`config.mk`:
```
export PLATFORM = sky130hd
export DESIGN_NAME = sort8_sched_flat
export DESIGN_NICKNAME = d
export VERILOG_FILES = /design/src/rtl/sort8_pkg.sv /design/src/rtl/sort8_sched_if.sv /design/src/rtl/sort8_res_fifo.sv /design/src/rtl/sort8_sched.sv /design/src/flat_wrapper.sv
export SDC_FILE = /design/constraint.sdc
export NUM_CORES = 1
export LEC_CHECK = 0
export ABC_AREA = 1
export ABC_CLOCK_PERIOD_IN_PS = 7280
export CELL_PAD_IN_SITES_DETAIL_PLACEMENT = 1
export CELL_PAD_IN_SITES_GLOBAL_PLACEMENT = 1
export CORE_MARGIN = 2
export CORE_UTILIZATION = 30
export DETAILED_ROUTE_END_ITERATION = 10
export PLACE_DENSITY_LB_ADDON = 0.1
export SLEW_MARGIN = 20
export SYNTH_ARGS = -nofsm -noshare
export SYNTH_HDL_FRONTEND = slang
export SYNTH_SLANG_ARGS = --single-unit
```
`constraint.sdc`:
```
create_clock -name clk -period 7.28 [get_ports clk]
set_clock_uncertainty 0.1 [all_clocks]
set_input_delay 1.092 -clock clk [delete_from_list [all_inputs] [get_ports clk]]
set_output_delay 1.092 -clock clk [all_outputs]
set_load 0.005 [all_outputs]
```
`src/rtl/sort8_pkg.sv`:
```
// ---------------------------------------------------------------------------
// sort8_pkg: shared constants and tag type for the sort8 scheduler. Rev 1.0
// ---------------------------------------------------------------------------
`default_nettype none

package sort8_pkg;
    localparam int NUM_REQ = 2;
    localparam int BYTE_W  = 8;
    localparam int LANES   = 8;
    localparam int VEC_W   = LANES * BYTE_W;

    typedef struct packed {
        logic valid;
        logic id;
    } tag_t;
endpackage

`default_nettype wire

```
`src/rtl/sort8_sched_if.sv`:
```
// ---------------------------------------------------------------------------
// sort8_sched_if: requester, sorter and result-port bundle of sort8_sched. Rev 1.0
// ---------------------------------------------------------------------------
`default_nettype none

interface sort8_sched_if;
    import sort8_pkg::*;

    logic             req0_valid;
    logic             req0_ready;
    logic [VEC_W-1:0] req0_data;
    logic             req1_valid;
    logic             req1_ready;
    logic [VEC_W-1:0] req1_data;
    logic [VEC_W-1:0] srt_x;
    logic [VEC_W-1:0] srt_y;
    logic             res0_valid;
    logic             res0_ready;
    logic [VEC_W-1:0] res0_data;
    logic             res1_valid;
    logic             res1_ready;
    logic [VEC_W-1:0] res1_data;
    logic             busy;

    modport slave (
        input  req0_valid, req0_data, req1_valid, req1_data, srt_y, res0_ready, res1_ready,
        output req0_ready, req1_ready, srt_x, res0_valid, res0_data, res1_valid, res1_data, busy
    );

    modport master (
        output req0_valid, req0_data, req1_valid, req1_data, srt_y, res0_ready, res1_ready,
        input  req0_ready, req1_ready, srt_x, res0_valid, res0_data, res1_valid, res1_data, busy
    );
endinterface

`default_nettype wire

```
`src/rtl/sort8_res_fifo.sv`:
```
// ---------------------------------------------------------------------------
// sort8_res_fifo: show-ahead synchronous result FIFO with occupancy count. Rev 1.0
// ---------------------------------------------------------------------------
`default_nettype none

module sort8_res_fifo #(
    parameter int DEPTH = 4,
    parameter int WIDTH = 64
) (
    input  logic                         clk,
    input  logic                         rst,
    input  logic                         push_i,
    input  logic [WIDTH-1:0]             push_data_i,
    input  logic                         pop_i,
    output logic                         valid_o,
    output logic [WIDTH-1:0]             head_o,
    output logic [$clog2(DEPTH+1)-1:0]   count_o
);
    localparam int AW = $clog2(DEPTH);
    localparam int CW = $clog2(DEPTH + 1);
    localparam logic [CW-1:0] FULL_CNT = CW'(DEPTH);

    logic [WIDTH-1:0] mem_q [DEPTH];
    logic [AW-1:0]    wr_ptr_q;
    logic [AW-1:0]    rd_ptr_q;
    logic [CW-1:0]    count_q;
    logic [CW-1:0]    count_d;
    logic             do_push;
    logic             do_pop;

    assign do_push = push_i && (count_q != FULL_CNT);
    assign do_pop  = pop_i && (count_q != '0);

    always_comb begin
        count_d = count_q;
        if (do_push && !do_pop) begin
            count_d = count_q + CW'(1);
        end else if (!do_push && do_pop) begin
            count_d = count_q - CW'(1);
        end
    end

    always_ff @(posedge clk) begin
        if (rst) begin
            wr_ptr_q <= '0;
            rd_ptr_q <= '0;
            count_q  <= '0;
        end else begin
            if (do_push) wr_ptr_q <= wr_ptr_q + AW'(1);
            if (do_pop)  rd_ptr_q <= rd_ptr_q + AW'(1);
            count_q <= count_d;
        end
    end

    always_ff @(posedge clk) begin
        if (do_push) mem_q[wr_ptr_q] <= push_data_i;
    end

    assign valid_o = (count_q != '0);
    assign head_o  = mem_q[rd_ptr_q];
    assign count_o = count_q;
endmodule

`default_nettype wire

```
`src/rtl/sort8_sched.sv`:
```
// ---------------------------------------------------------------------------
// sort8_sched: round-robin, credit-gated sharing of one sort8 pipe by two requesters. Rev 1.0
// ---------------------------------------------------------------------------
`default_nettype none

module sort8_sched
    import sort8_pkg::*;
#(
    parameter int PIPE_LAT   = 6,
    parameter int FIFO_DEPTH = 4
) (
    input  logic           clk,
    input  logic           rst,
    sort8_sched_if.slave   bus
);
    localparam int CW = $clog2(FIFO_DEPTH + 1);
    localparam logic [CW:0] DEPTH_CNT = (CW+1)'(FIFO_DEPTH);

    // Stage 0 travels alongside srt_x; stage PIPE_LAT lines up with srt_y.
    tag_t                            tag_q [0:PIPE_LAT];
    tag_t                            done;
    logic [VEC_W-1:0]                srt_x_q;
    logic                            last_grant_q;
    logic                            tag_busy;
    logic [NUM_REQ-1:0]              req_valid;
    logic [NUM_REQ-1:0]              res_ready;
    logic [NUM_REQ-1:0]              eligible;
    logic [NUM_REQ-1:0]              grant;
    logic [NUM_REQ-1:0]              fifo_push;
    logic [NUM_REQ-1:0]              fifo_valid;
    logic [NUM_REQ-1:0][VEC_W-1:0]   req_data;
    logic [NUM_REQ-1:0][VEC_W-1:0]   fifo_head;

    assign req_valid = {bus.req1_valid, bus.req0_valid};
    assign req_data  = {bus.req1_data, bus.req0_data};
    assign res_ready = {bus.res1_ready, bus.res0_ready};
    assign done      = tag_q[PIPE_LAT];

    always_comb begin
        grant = eligible;
        if (&eligible) begin
            grant = last_grant_q ? 2'b01 : 2'b10;
        end
    end

    always_ff @(posedge clk) begin
        if (rst) begin
            for (int s = 0; s <= PIPE_LAT; s++) tag_q[s] <= '0;
            srt_x_q      <= '0;
            last_grant_q <= 1'b1;
        end else begin
            tag_q[0].valid <= |grant;
            tag_q[0].id    <= grant[1];
            for (int s = 1; s <= PIPE_LAT; s++) tag_q[s] <= tag_q[s-1];
            if (|grant) begin
                srt_x_q      <= req_data[grant[1]];
                last_grant_q <= grant[1];
            end
        end
    end

    for (genvar i = 0; i < NUM_REQ; i++) begin : g_req
        logic [CW-1:0] inflight_q;
        logic [CW-1:0] inflight_d;
        logic [CW-1:0] fifo_cnt;
        logic [CW:0]   used;

        assign fifo_push[i] = done.valid && (done.id == 1'(i));
        // Results already queued plus those still in the pipe bound the FIFO fill.
        assign used        = {1'b0, fifo_cnt} + {1'b0, inflight_q};
        assign eligible[i] = req_valid[i] && (used < DEPTH_CNT);

        always_comb begin
            inflight_d = inflight_q;
            if (grant[i] && !fifo_push[i]) begin
                inflight_d = inflight_q + CW'(1);
            end else if (!grant[i] && fifo_push[i]) begin
                inflight_d = inflight_q - CW'(1);
            end
        end

        always_ff @(posedge clk) begin
            if (rst) inflight_q <= '0;
            else     inflight_q <= inflight_d;
        end

        sort8_res_fifo #(
            .DEPTH (FIFO_DEPTH),
            .WIDTH (VEC_W)
        ) u_fifo (
            .clk         (clk),
            .rst         (rst),
            .push_i      (fifo_push[i]),
            .push_data_i (bus.srt_y),
            .pop_i       (res_ready[i] && fifo_valid[i]),
            .valid_o     (fifo_valid[i]),
            .head_o      (fifo_head[i]),
            .count_o     (fifo_cnt)
        );
    end

    always_comb begin
        tag_busy = 1'b0;
        for (int s = 0; s <= PIPE_LAT; s++) tag_busy = tag_busy | tag_q[s].valid;
    end

    assign bus.req0_ready = grant[0];
    assign bus.req1_ready = grant[1];
    assign bus.srt_x      = srt_x_q;
    assign bus.res0_valid = fifo_valid[0];
    assign bus.res0_data  = fifo_head[0];
    assign bus.res1_valid = fifo_valid[1];
    assign bus.res1_data  = fifo_head[1];
    assign bus.busy       = tag_busy || (|fifo_valid);
endmodule

`default_nettype wire
```
`src/flat_wrapper.sv`:
```
// flat-port wrapper written by rule: the top's interface ports become plain ports
module sort8_sched_flat import sort8_pkg::*;
#(
    parameter int PIPE_LAT   = 6,
    parameter int FIFO_DEPTH = 4
)
  (clk, rst, bus_req0_valid, bus_req0_data, bus_req1_valid, bus_req1_data, bus_srt_y, bus_res0_ready, bus_res1_ready, bus_req0_ready, bus_req1_ready, bus_srt_x, bus_res0_valid, bus_res0_data, bus_res1_valid, bus_res1_data, bus_busy);
  sort8_sched_if bus_i ();
  input  logic clk;
  input  logic rst;
  input wire logic [$bits(bus_i.req0_valid)-1:0] bus_req0_valid;
  input wire logic [$bits(bus_i.req0_data)-1:0] bus_req0_data;
  input wire logic [$bits(bus_i.req1_valid)-1:0] bus_req1_valid;
  input wire logic [$bits(bus_i.req1_data)-1:0] bus_req1_data;
  input wire logic [$bits(bus_i.srt_y)-1:0] bus_srt_y;
  input wire logic [$bits(bus_i.res0_ready)-1:0] bus_res0_ready;
  input wire logic [$bits(bus_i.res1_ready)-1:0] bus_res1_ready;
  output wire logic [$bits(bus_i.req0_ready)-1:0] bus_req0_ready;
  output wire logic [$bits(bus_i.req1_ready)-1:0] bus_req1_ready;
  output wire logic [$bits(bus_i.srt_x)-1:0] bus_srt_x;
  output wire logic [$bits(bus_i.res0_valid)-1:0] bus_res0_valid;
  output wire logic [$bits(bus_i.res0_data)-1:0] bus_res0_data;
  output wire logic [$bits(bus_i.res1_valid)-1:0] bus_res1_valid;
  output wire logic [$bits(bus_i.res1_data)-1:0] bus_res1_data;
  output wire logic [$bits(bus_i.busy)-1:0] bus_busy;
  assign bus_i.req0_valid = bus_req0_valid;
  assign bus_i.req0_data = bus_req0_data;
  assign bus_i.req1_valid = bus_req1_valid;
  assign bus_i.req1_data = bus_req1_data;
  assign bus_i.srt_y = bus_srt_y;
  assign bus_i.res0_ready = bus_res0_ready;
  assign bus_i.res1_ready = bus_res1_ready;
  assign bus_req0_ready = bus_i.req0_ready;
  assign bus_req1_ready = bus_i.req1_ready;
  assign bus_srt_x = bus_i.srt_x;
  assign bus_res0_valid = bus_i.res0_valid;
  assign bus_res0_data = bus_i.res0_data;
  assign bus_res1_valid = bus_i.res1_valid;
  assign bus_res1_data = bus_i.res1_data;
  assign bus_busy = bus_i.busy;
  sort8_sched #(.PIPE_LAT(PIPE_LAT), .FIFO_DEPTH(FIFO_DEPTH)) u_core (.clk(clk), .rst(rst), .bus(bus_i));
endmodule
```
==> impl_results.md <==
* Synth area leaders: edfxtp_1 64%, dfxtp_1 8.6%, o21ai_0 5.7%, nor2_1 4.6%, o22ai_1 3.3%
* Avg Inst Size Synth at 11.9 sq um
* Horiz. Die Dim at 286 um
* DRC at 0
* Worst-path clk slew at 0.06 ns
* CP delay by family, top: buffers and inverters
* # setup viols final at 0
* Synth Instances at 2013
* Core Util, Final at 39.4%
* Worst EP required at about 6.1 ns
* F_max at between 200 and 250 MHz
* Initial antenna violation count at 11
* Die span in y at 286 um
* Final setup TNS at 0 ns
* YS warnings at 0
* CP Class: register to primary output
* Cts repair resizes at 0
* Area leader, netlist: edfxtp_1
* Period utilization at around 65%
* Critical path's largest stage delay at 0.63 ns
* Share of cells above drive strength 1 at 5.89%
* Clk sinks at 615
* Vias in the first global route at roughly 17000
* Status: completed
* Detailed Route WL at around 74000 um
* Met3 wire length at 4690 um
* Core box area at between 70000 and 80000 sq um
* Switching power of the nets at roughly 3.1 mW
* Yosys reg bits at 615
* Vias per cell at 4.74
* Die area at just over 80000 sq um
* Pre-antenna DRT Iters at 4
* Later-pin clock latency in the skew report at 0.60 ns
* Peak supply drop at 0.258 mV
* Gr ovfl total at 0
* Cell mode on critical path: buf_4
* I/O Buffers at 394
* Final Critical Period at 4.72 ns
* Flop pwr share at between 40 and 50%
* Post-CTS setup buffer count at 0
* Gr usage total at 17.8%
* Share of the synthesized area in the top cell type at 64.3%
* Cells along the critical path: buf_4 -> inv_2 -> buf_4 -> o21ai_0 -> o22ai_1 -> clkdlybuf4s50_1
* Power share of the combinational group at 26.1%
* Top Metal Used: met5
* DRT iter0 DRCs at 753
* Register area share after synthesis at 72.9%
* Setup crit start kind: register
* Fin. max-slew vios at 0
* Routed vias at around 17000
* Largest net degree at the start of global routing at 83
* CTS tree: done
* Worst slew margin at 26.3%
* RSZ-0062 raised after global routing: false
* Cell Int Power at 7.15 mW
* H-tree depth at 3
* CTS Buf Count at 72
* Leak at 11.2 nW
* Switching Share at 30.3%
* CP max FO at 65
* CP Capture Type: primary output
* Area grow syn2layout at 30.0%
* Clock share of power at 33.0%
* Mapped Nets at 2231
* Crit path DAT at ~3.5 ns
* Met1 wire length at 31400 um
* Hold Violations, Final at 0
* Max_cap viols at 0
* Num rows at 103
* Wire length on met2 at 36400 um
* Root buffer cell: clkbuf_16
* Slowest-stage cell, CP: inv_2
* PwrDens at 330 nW/um^2
* WL/cell at 21.2 um
* Clk buf depth at 3
* Cell variety after synth at 26
* Post-Syn Area at 23900 sq um
* Worst Hold Class: register to register
* ANT nets after route at 0
* Commonest non-fill, non-tap cell in the layout: edfxtp_1
* # hold bufs at CTS at 0
* First-pass GRT wire length at between 100000 and 150000 um
* Starting Density at 30.3%
* Gpl congestion at 0.767
* Nets at 2605
* CP bufs+invs at 4
* Dpl hpwl at 45600 um
* Io pins at 395
* Commonest cells after routing, fill and taps aside: 512 x edfxtp_1, 394 x clkdlybuf4s50_1, 282 x nor2_1, 273 x o21ai_0, 210 x nand2_1
* Worst-Margin Slew at ~1.1 ns
[sequential cells by signal, indices dropped and copies added, names as in the netlist, named ones only]
name and flops:
u_core.bus.srt_x 64, u_core.g_req.u_fifo.wr_ptr_q 4, u_core.g_req.u_fifo.count_o 6, u_core.g_req.u_fifo.rd_ptr_q 4, u_core.g_req.u_fifo.mem_q 512, u_core.last_grant_q 1, u_core.g_req.inflight_q 6, u_core.tag_q 14
[cell type report]
class                   count  area [sq um]
fillers                  8382         47900
well taps                1050          1310
inverters                 187           707
clock buffers              98          1950
diodes                      4          10.0
multi-input cells        1092          5280
repair buffers            419          4130
clock inverters            32           254
flip-flops and latches    615         17400
[final timing paths]
path | from | to | slack, ns | cells after the start
worst max register to register | u_core.g_req[1].u_fifo.count_o[0] | u_core.g_req[1].u_fifo.mem_q[1][41] | 3.95 | 5
worst max-delay path | register | bus_res0_data[63] | 2.56 | 6
worst min-delay path | u_core.tag_q[3][0] | u_core.tag_q[4][0] | 0.30 | 2
worst min register to register | u_core.tag_q[3][0] | u_core.tag_q[4][0] | 0.30 | 2
[per-layer routing]
metal / vias up / global-route usage [%]
li1: 7794 / -
met1: 8339 / 22.1
met2: 323 / 30.0
met3: 102 / 5.54
met4: 16 / 4.95
met5: - / 0
[power groups by stage]
| stage | logic (mW) | clock network (mW) | registers [mW] |
|---|---|---|---|
| floorplan | 1.28 | 0 | 4.20 |
| global placement | 2.71 | 0 | 4.26 |
| detailed placement | 2.75 | 0 | 4.27 |
| CTS | 2.76 | 3.51 | 4.20 |
| global route | 2.99 | 3.64 | 4.23 |
| finish | 2.68 | 3.39 | 4.19 |
[cells in the mapped netlist]
| cell | n |
|---|---|
| a21oi_1 | 23 |
| a21oi_2 | 1 |
| buf_1 | 1 |
| buf_2 | 44 |
| buf_4 | 8 |
| buf_6 | 5 |
| clkbuf_1 | 61 |
| clkinv_1 | 2 |
| dfxtp_1 | 103 |
| edfxtp_1 | 512 |
| fa_1 | 4 |
| ha_1 | 16 |
| inv_1 | 184 |
| inv_2 | 1 |
| nand2_1 | 210 |
| nand2_2 | 1 |
| nand3_1 | 139 |
| nand3_2 | 1 |
| nor2_1 | 290 |
| nor2_2 | 1 |
| nor2_4 | 1 |
| nor3_1 | 1 |
| nor4_1 | 1 |
| o21ai_0 | 273 |
| o22ai_1 | 128 |
| xor2_1 | 2 |
[tightest hold or removal path, cell delays in order (launching register included)]
cell and delay, ns:
dfxtp_1 0.30, inv_1 0.04, nor2_1 0.03
[stage by stage]
step                      instances  total power, mW  setup slack (ns)  area (sq um)  hold WS [ns]
after floorplan                2013             5.48              3.27         23900         0.288
after global placement         3363             6.97              2.67         28900         0.298
after detailed placement       3363             7.01              2.65         28900         0.300
after CTS                      3493             10.5              2.40         31100         0.312
after global routing           3496             10.9              2.18         31100         0.344
final                          3497             10.3              2.56         31100         0.304
[cells by family after synthesis]
kind of cell | Yosys count | synth area share, %
AO/OA/AOI/OAI | 425 | 9.58
buffers and inverters | 306 | 5.32
AND/OR/NAND/NOR | 645 | 10.9
flip-flops | 615 | 72.9
adder cells (fa/ha/maj) | 20 | 1.17
XOR/XNOR | 2 | 0.0733
Note: power is estimated with default switching activity, not from simulation.
